--- config.mk ---
export PLATFORM = sky130hd
export DESIGN_NAME = p_decode_ctrl_1_n
export DESIGN_NICKNAME = d
export VERILOG_FILES = /design/src/rtl/p_decode_pkg.sv /design/src/rtl/p_decode_sel.sv /design/src/rtl/p_decode_ctrl_1_n.sv
export SDC_FILE = /design/constraint.sdc
export NUM_CORES = 1
export LEC_CHECK = 0
export ABC_AREA = 1
export BUFFER_PORTS_ARGS = -buffer_cell sky130_fd_sc_hd__clkbuf_2
export CORE_UTILIZATION = 51
export DETAILED_ROUTE_END_ITERATION = 7
export GPL_TIMING_DRIVEN = 0
export PLACE_DENSITY = 0.77
export SLEW_MARGIN = 20
export SYNTH_ARGS = -nofsm -noshare
export SYNTH_HDL_FRONTEND = slang
export SYNTH_SLANG_ARGS = --single-unit
export TNS_END_PERCENT = 5
--- constraint.sdc ---
create_clock -name clk -period 1.6 [get_ports clk]
set_clock_uncertainty 0.1 [all_clocks]
set_input_delay 0.32 -clock clk [delete_from_list [all_inputs] [get_ports clk]]
set_output_delay 0.32 -clock clk [all_outputs]
set_load 0.1 [all_outputs]
--- src/rtl/p_decode_pkg.sv ---
// rtl/p_decode_pkg.sv - shared widths and decode-mode constants for the 1:N request splitter
package p_decode_pkg;

    localparam int TXN_CNT_W  = 16;
    localparam int WAIT_CNT_W = 16;

    localparam int MCAST_RANGE = 0;
    localparam int MCAST_MASK  = 1;

    function automatic int sel_idx_w(input int n_dst);
        return (n_dst > 1) ? $clog2(n_dst) : 1;
    endfunction

endpackage

--- src/rtl/p_decode_sel.sv ---
// rtl/p_decode_sel.sv - destination selector: range decode of k_ctrl or pass-through of dst_mask
module p_decode_sel
    import p_decode_pkg::*;
#(
    parameter int N_DST  = 4,
    parameter int CTRL_W = 4,
    parameter int MCAST  = MCAST_RANGE
) (
    input  logic [CTRL_W-1:0] k_ctrl,
    input  logic [N_DST-1:0]  dst_mask,
    output logic [N_DST-1:0]  sel_live
);

    localparam int IDX_W = sel_idx_w(N_DST);

    logic [IDX_W-1:0] dst_idx;
    logic             unused_inputs;

    // Top bits of k_ctrl split its range into N_DST equal slices.
    assign dst_idx       = k_ctrl[CTRL_W-1 -: IDX_W];
    assign unused_inputs = ^{k_ctrl, dst_mask};

    always_comb begin
        sel_live = '0;
        if (MCAST == MCAST_MASK) begin
            sel_live = dst_mask;
        end else begin
            sel_live[dst_idx] = 1'b1;
        end
    end

endmodule

--- src/rtl/p_decode_ctrl_1_n.sv ---
// rtl/p_decode_ctrl_1_n.sv - fans one upstream request out to N destinations and joins their acks
module p_decode_ctrl_1_n
    import p_decode_pkg::*;
#(
    parameter int N_DST   = 4,
    parameter int CTRL_W  = 4,
    parameter int MCAST   = 0,
    parameter int TIMEOUT = 255
) (
    input  logic                 clk,
    input  logic                 reset_n,
    input  logic                 t_kp_req,
    output logic                 t_kp_ack,
    input  logic [CTRL_W-1:0]    k_ctrl,
    input  logic [N_DST-1:0]     dst_mask,
    output logic [N_DST-1:0]     i_p_req,
    input  logic [N_DST-1:0]     i_p_ack,
    input  logic                 err_clr,
    output logic                 err_timeout,
    output logic [TXN_CNT_W-1:0] txn_cnt
);

    logic [N_DST-1:0]      sel_live;
    logic [N_DST-1:0]      sel_q;
    logic [N_DST-1:0]      sel_eff;
    logic [N_DST-1:0]      done;
    logic                  active;
    logic [WAIT_CNT_W-1:0] wait_cnt;
    logic                  waiting;
    logic                  hit_timeout;

    p_decode_sel #(
        .N_DST  (N_DST),
        .CTRL_W (CTRL_W),
        .MCAST  (MCAST)
    ) u_sel (
        .k_ctrl   (k_ctrl),
        .dst_mask (dst_mask),
        .sel_live (sel_live)
    );

    // Selection is frozen once the transaction has been seen on a clock edge.
    assign sel_eff  = active ? sel_q : sel_live;
    assign i_p_req  = {N_DST{t_kp_req & reset_n}} & sel_eff & ~done;
    assign t_kp_ack = t_kp_req & reset_n & (&(i_p_ack | ~i_p_req));

    assign waiting     = t_kp_req & ~t_kp_ack;
    assign hit_timeout = waiting && (wait_cnt == WAIT_CNT_W'(TIMEOUT - 1));

    always_ff @(posedge clk or negedge reset_n) begin
        if (!reset_n) begin
            active <= 1'b0;
            sel_q  <= '0;
            done   <= '0;
        end else if (!t_kp_req || t_kp_ack) begin
            // Completion or abandon both end the transaction.
            active <= 1'b0;
            done   <= '0;
        end else begin
            if (!active) begin
                active <= 1'b1;
                sel_q  <= sel_live;
            end
            done <= done | (i_p_req & i_p_ack);
        end
    end

    always_ff @(posedge clk or negedge reset_n) begin
        if (!reset_n) begin
            txn_cnt <= '0;
        end else if (t_kp_ack) begin
            txn_cnt <= txn_cnt + 1'b1;
        end
    end

    always_ff @(posedge clk or negedge reset_n) begin
        if (!reset_n) begin
            wait_cnt <= '0;
        end else if (!waiting) begin
            wait_cnt <= '0;
        end else if (wait_cnt != WAIT_CNT_W'(TIMEOUT)) begin
            wait_cnt <= wait_cnt + 1'b1;
        end
    end

    // Set only on the edge the limit is reached, so a clear sticks while still saturated.
    always_ff @(posedge clk or negedge reset_n) begin
        if (!reset_n) begin
            err_timeout <= 1'b0;
        end else if (hit_timeout) begin
            err_timeout <= 1'b1;
        end else if (err_clr) begin
            err_timeout <= 1'b0;
        end
    end

endmodule
==> flow_summary.ini <==
[cts]
cts_root_buf = clkbuf_8
path_clk_slew_ns = 0.09
cts_buffer_depth = 2
cts_made_buffers = 5
cts_tree = done
htreeDepth = 2
worstSkewPairLatency_ns = 0.31
clock_sinks = 42

[final_layout]
finish.instance_area_um2 = 3004
final_net_count = 382
syn_to_final_growth_pct = 28.12
fin_util_pct = 68.52
drive_gt1_share_pct = 26.92
insertedDiodeCount = 0

[placed_design]
place_area_um2 = 2606
routabilityCongestion = 0.9337
dp.final_hpwl_um = 3560
io_buffer_count = 31
pre_cts_slack_ns = -1.459

[synthesis]
synth_top_area_share_pct = 44.82
ys_top_cells_by_area = dfrtp_1 45%, nand2_1 14%, nor2_1 8.6%, nand3_1 7.0%, inv_1 6.4%
synth.most_common_cell = nand2_1
synth_commonest_cells = 86 x nand2_1, 54 x nor2_1, 42 x dfrtp_1, 40 x inv_1, 33 x nand3_1
muxShareOfSynthArea_pct = 0
synth_seq_cells = 42
synth_edf_count = 0
ys_warn_count = 0
syn_avg_cell_area_um2 = 7.350
yosysTopAreaCell = dfrtp_1
synth-compound-area-share_pct = 4.536
synth-seq-area-share_pct = 44.82
synth_fa_ha_area_share_pct = 1.601
synth_top_family_by_area = simple AND/OR/NAND/NOR gates
synth-simple-area-share_pct = 33.94
async_flop_share_pct = 100.0
synthFlopType = dfrtp_1
yosys.cell_types.count = 25
syn_nets = 338
synth_cells = 319
synth_xor_area_share_pct = 6.724
syn-cell-area_um2 = 2345

[setup_path]
cp_top_family = simple AND/OR/NAND/NOR gates
worst-endpoint-arrival_ns = 1.61
critPathCaptureType = output pin
path_class = flip-flop to output pin
cp_slowest_cell = dfrtp_2
cp_common_cell = nand3_2
r2r_slack_ns = -0.15
r2r_end = wait_cnt[7]
critPathLaunchType = flip-flop
r2r_cells = 10
crit_fanout = 6
crit_path_cell_trace = inv_2 > nand2_2 > and2_4 > nand3_2 > nand3_2 > nor2_4 > buf_6 > clkbuf_16
max_stage_delay_ns = 0.45
r2r-start = active
cp_data_required_time_ns = 1.18
crit_buf_inv = 3

[sta]
slew_headroom_pct = 63.69
fin_tns_setup_ns = -6.132
slew_violations = 0
finalHoldViolCount = 42
finalSetupViolCount = 44
worst_pin_slew_ns = 0.5405
whs_ns = -0.2391
post-route-min-period_ns = 2.026
min_period_over_period_pct = 126.6
setup_slack_ns = -0.4255
rsz0062_at_grt = true
fmax_ghz = 0.4937

[grt]
grt_pass1_vias = 1957
grt-ovfl-total = 0
antenna_found_initial = 0
grt.total_usage_pct = 23.66
grt_pass1_wl_um = 8956
grt_max_degree = 44

[drt]
drt_iter0_markers = 119
via_count = 2152
wl_um = 5442
postRouteAntennaNets = 0
drt_first_pass_iters = 4
drc = 0
post_drt_wl_per_cell_um = 13.08
via_per_inst = 5.173

[floorplanning]
initial_core_util_pct = 53.48
die_area_um2 = 4873
die_y_um = 69.81
coreArea_um2 = 4384
io_pins = 38
die_x_um = 69.81
rows = 24

[hold_path]
hold_path_class = primary input to async pin

[power_and_ir_drop]
peakVddDrop_uv = 992.4
leakagePower_nw = 1.416
power_density_nw_per_um2 = 1269

[run_status]
outcome = complete, but fails checks
violations = negative hold slack, negative setup slack

[job]
max-cap-violations = 0
==> power by group <==
group | total [mW] | switching [mW] | internal [mW]
sequential | 1.37 | 0.151 | 1.22
clock | 0.881 | 0.372 | 0.509
combinational | 1.56 | 1.23 | 0.331
total | 3.81 | 1.75 | 2.06
==> cells in the final DEF, fill, tap and decap left out, types with 2 or more instances in the layout <==
| cell type | netlist | final |
|---|---|---|
| ha_1 | 3 | 2 |
| nor3_1 | 6 | 6 |
| o21ai_0 | 15 | 10 |
| nor2_1 | 54 | 46 |
| nand2_1 | 86 | 80 |
| xnor2_1 | 4 | 4 |
| o21bai_1 | 2 | 2 |
| inv_2 | 1 | 3 |
| nor2_4 | 1 | 4 |
| clkbuf_16 | 0 | 6 |
| buf_8 | 0 | 2 |
| xor2_1 | 14 | 14 |
| nand2_2 | 3 | 8 |
| nand4_1 | 3 | 3 |
| inv_1 | 40 | 38 |
| buf_4 | 2 | 6 |
| clkbuf_4 | 0 | 4 |
| buf_2 | 1 | 9 |
| buf_6 | 2 | 3 |
| dfrtp_1 | 42 | 24 |
| clkbuf_2 | 0 | 12 |
| nor2_2 | 0 | 5 |
| dfrtp_2 | 0 | 18 |
| clkbuf_8 | 0 | 6 |
| nand3_1 | 33 | 27 |
| o21ai_1 | 1 | 5 |
| nand3_2 | 0 | 6 |
==> flip-flops by register name (all words and copies together) (netlist names) <==
name         cells
done             4
err_timeout      1
sel_q            4
active           1
txn_cnt         16
wait_cnt        16
==> per-stage QoR <==
| step | instances | hold slack (ns) | power (mW) |
|---|---|---|---|
| after CTS | 413 | -0.2233 | 3.773 |
| after floorplan | 319 | -0.07559 | 2.565 |
| final | 416 | -0.2391 | 3.812 |
| after detailed placement | 402 | 0.3670 | 2.827 |
| after global routing | 416 | -0.2242 | 3.980 |
| after global placement | 402 | 0.3549 | 2.797 |
==> cell families (layout without fill, tap and decap cells) <==
| kind of cell | count (synthesis) | after routing |
|---|---|---|
| adder cells (fa/ha/maj) | 3 | 3 |
| XOR/XNOR | 18 | 18 |
| flip-flops | 42 | 42 |
| AND/OR/NAND/NOR | 190 | 190 |
| buffers and inverters | 46 | 91 |
| AO/OA/AOI/OAI | 20 | 20 |
==> per-layer routing <==
| layer | vias up | GRT usage, % | share of wire [%] |
|---|---|---|---|
| met4 | 0 | 9.333 | 1.8 |
| li1 | 1078 | - | - |
| met5 | - | 0 | 0 |
| met2 | 59 | 37.82 | 48 |
| met1 | 1004 | 30.92 | 46 |
| met3 | 11 | 5.814 | 4.2 |
==> layout make-up <==
cell class,count,area (um^2)
multi-input cells,231,1201
well taps,52,65.06
inverters,41,153.9
plain buffers,5,60.06
clock buffers,7,86.33
clock inverters,1,30.03
repair buffers,37,334.1
fillers,359,1380
flip-flops and latches,42,1074
==> how the worst max path moves through the flow <==
stage,start,endpoint,slack [ns],cells past startpoint
after floorplan,txn_cnt[0],txn_cnt[14],-0.25,7
after global placement,reset_n,t_kp_ack,-1.42,7
after detailed placement,reset_n,t_kp_ack,-1.46,7
after CTS,active,t_kp_ack,-0.43,8
after global routing,active,t_kp_ack,-0.50,8
final,active,t_kp_ack,-0.43,8
==> timing repair <==
action                     in CTS  in global routing
setup buffers                   3                  3
pin swaps                       4                  6
hold endpoints to repair       42                 42
resized for setup              41                 29
setup endpoints to repair      50                 57
Power figures use the tool's default switching activity.
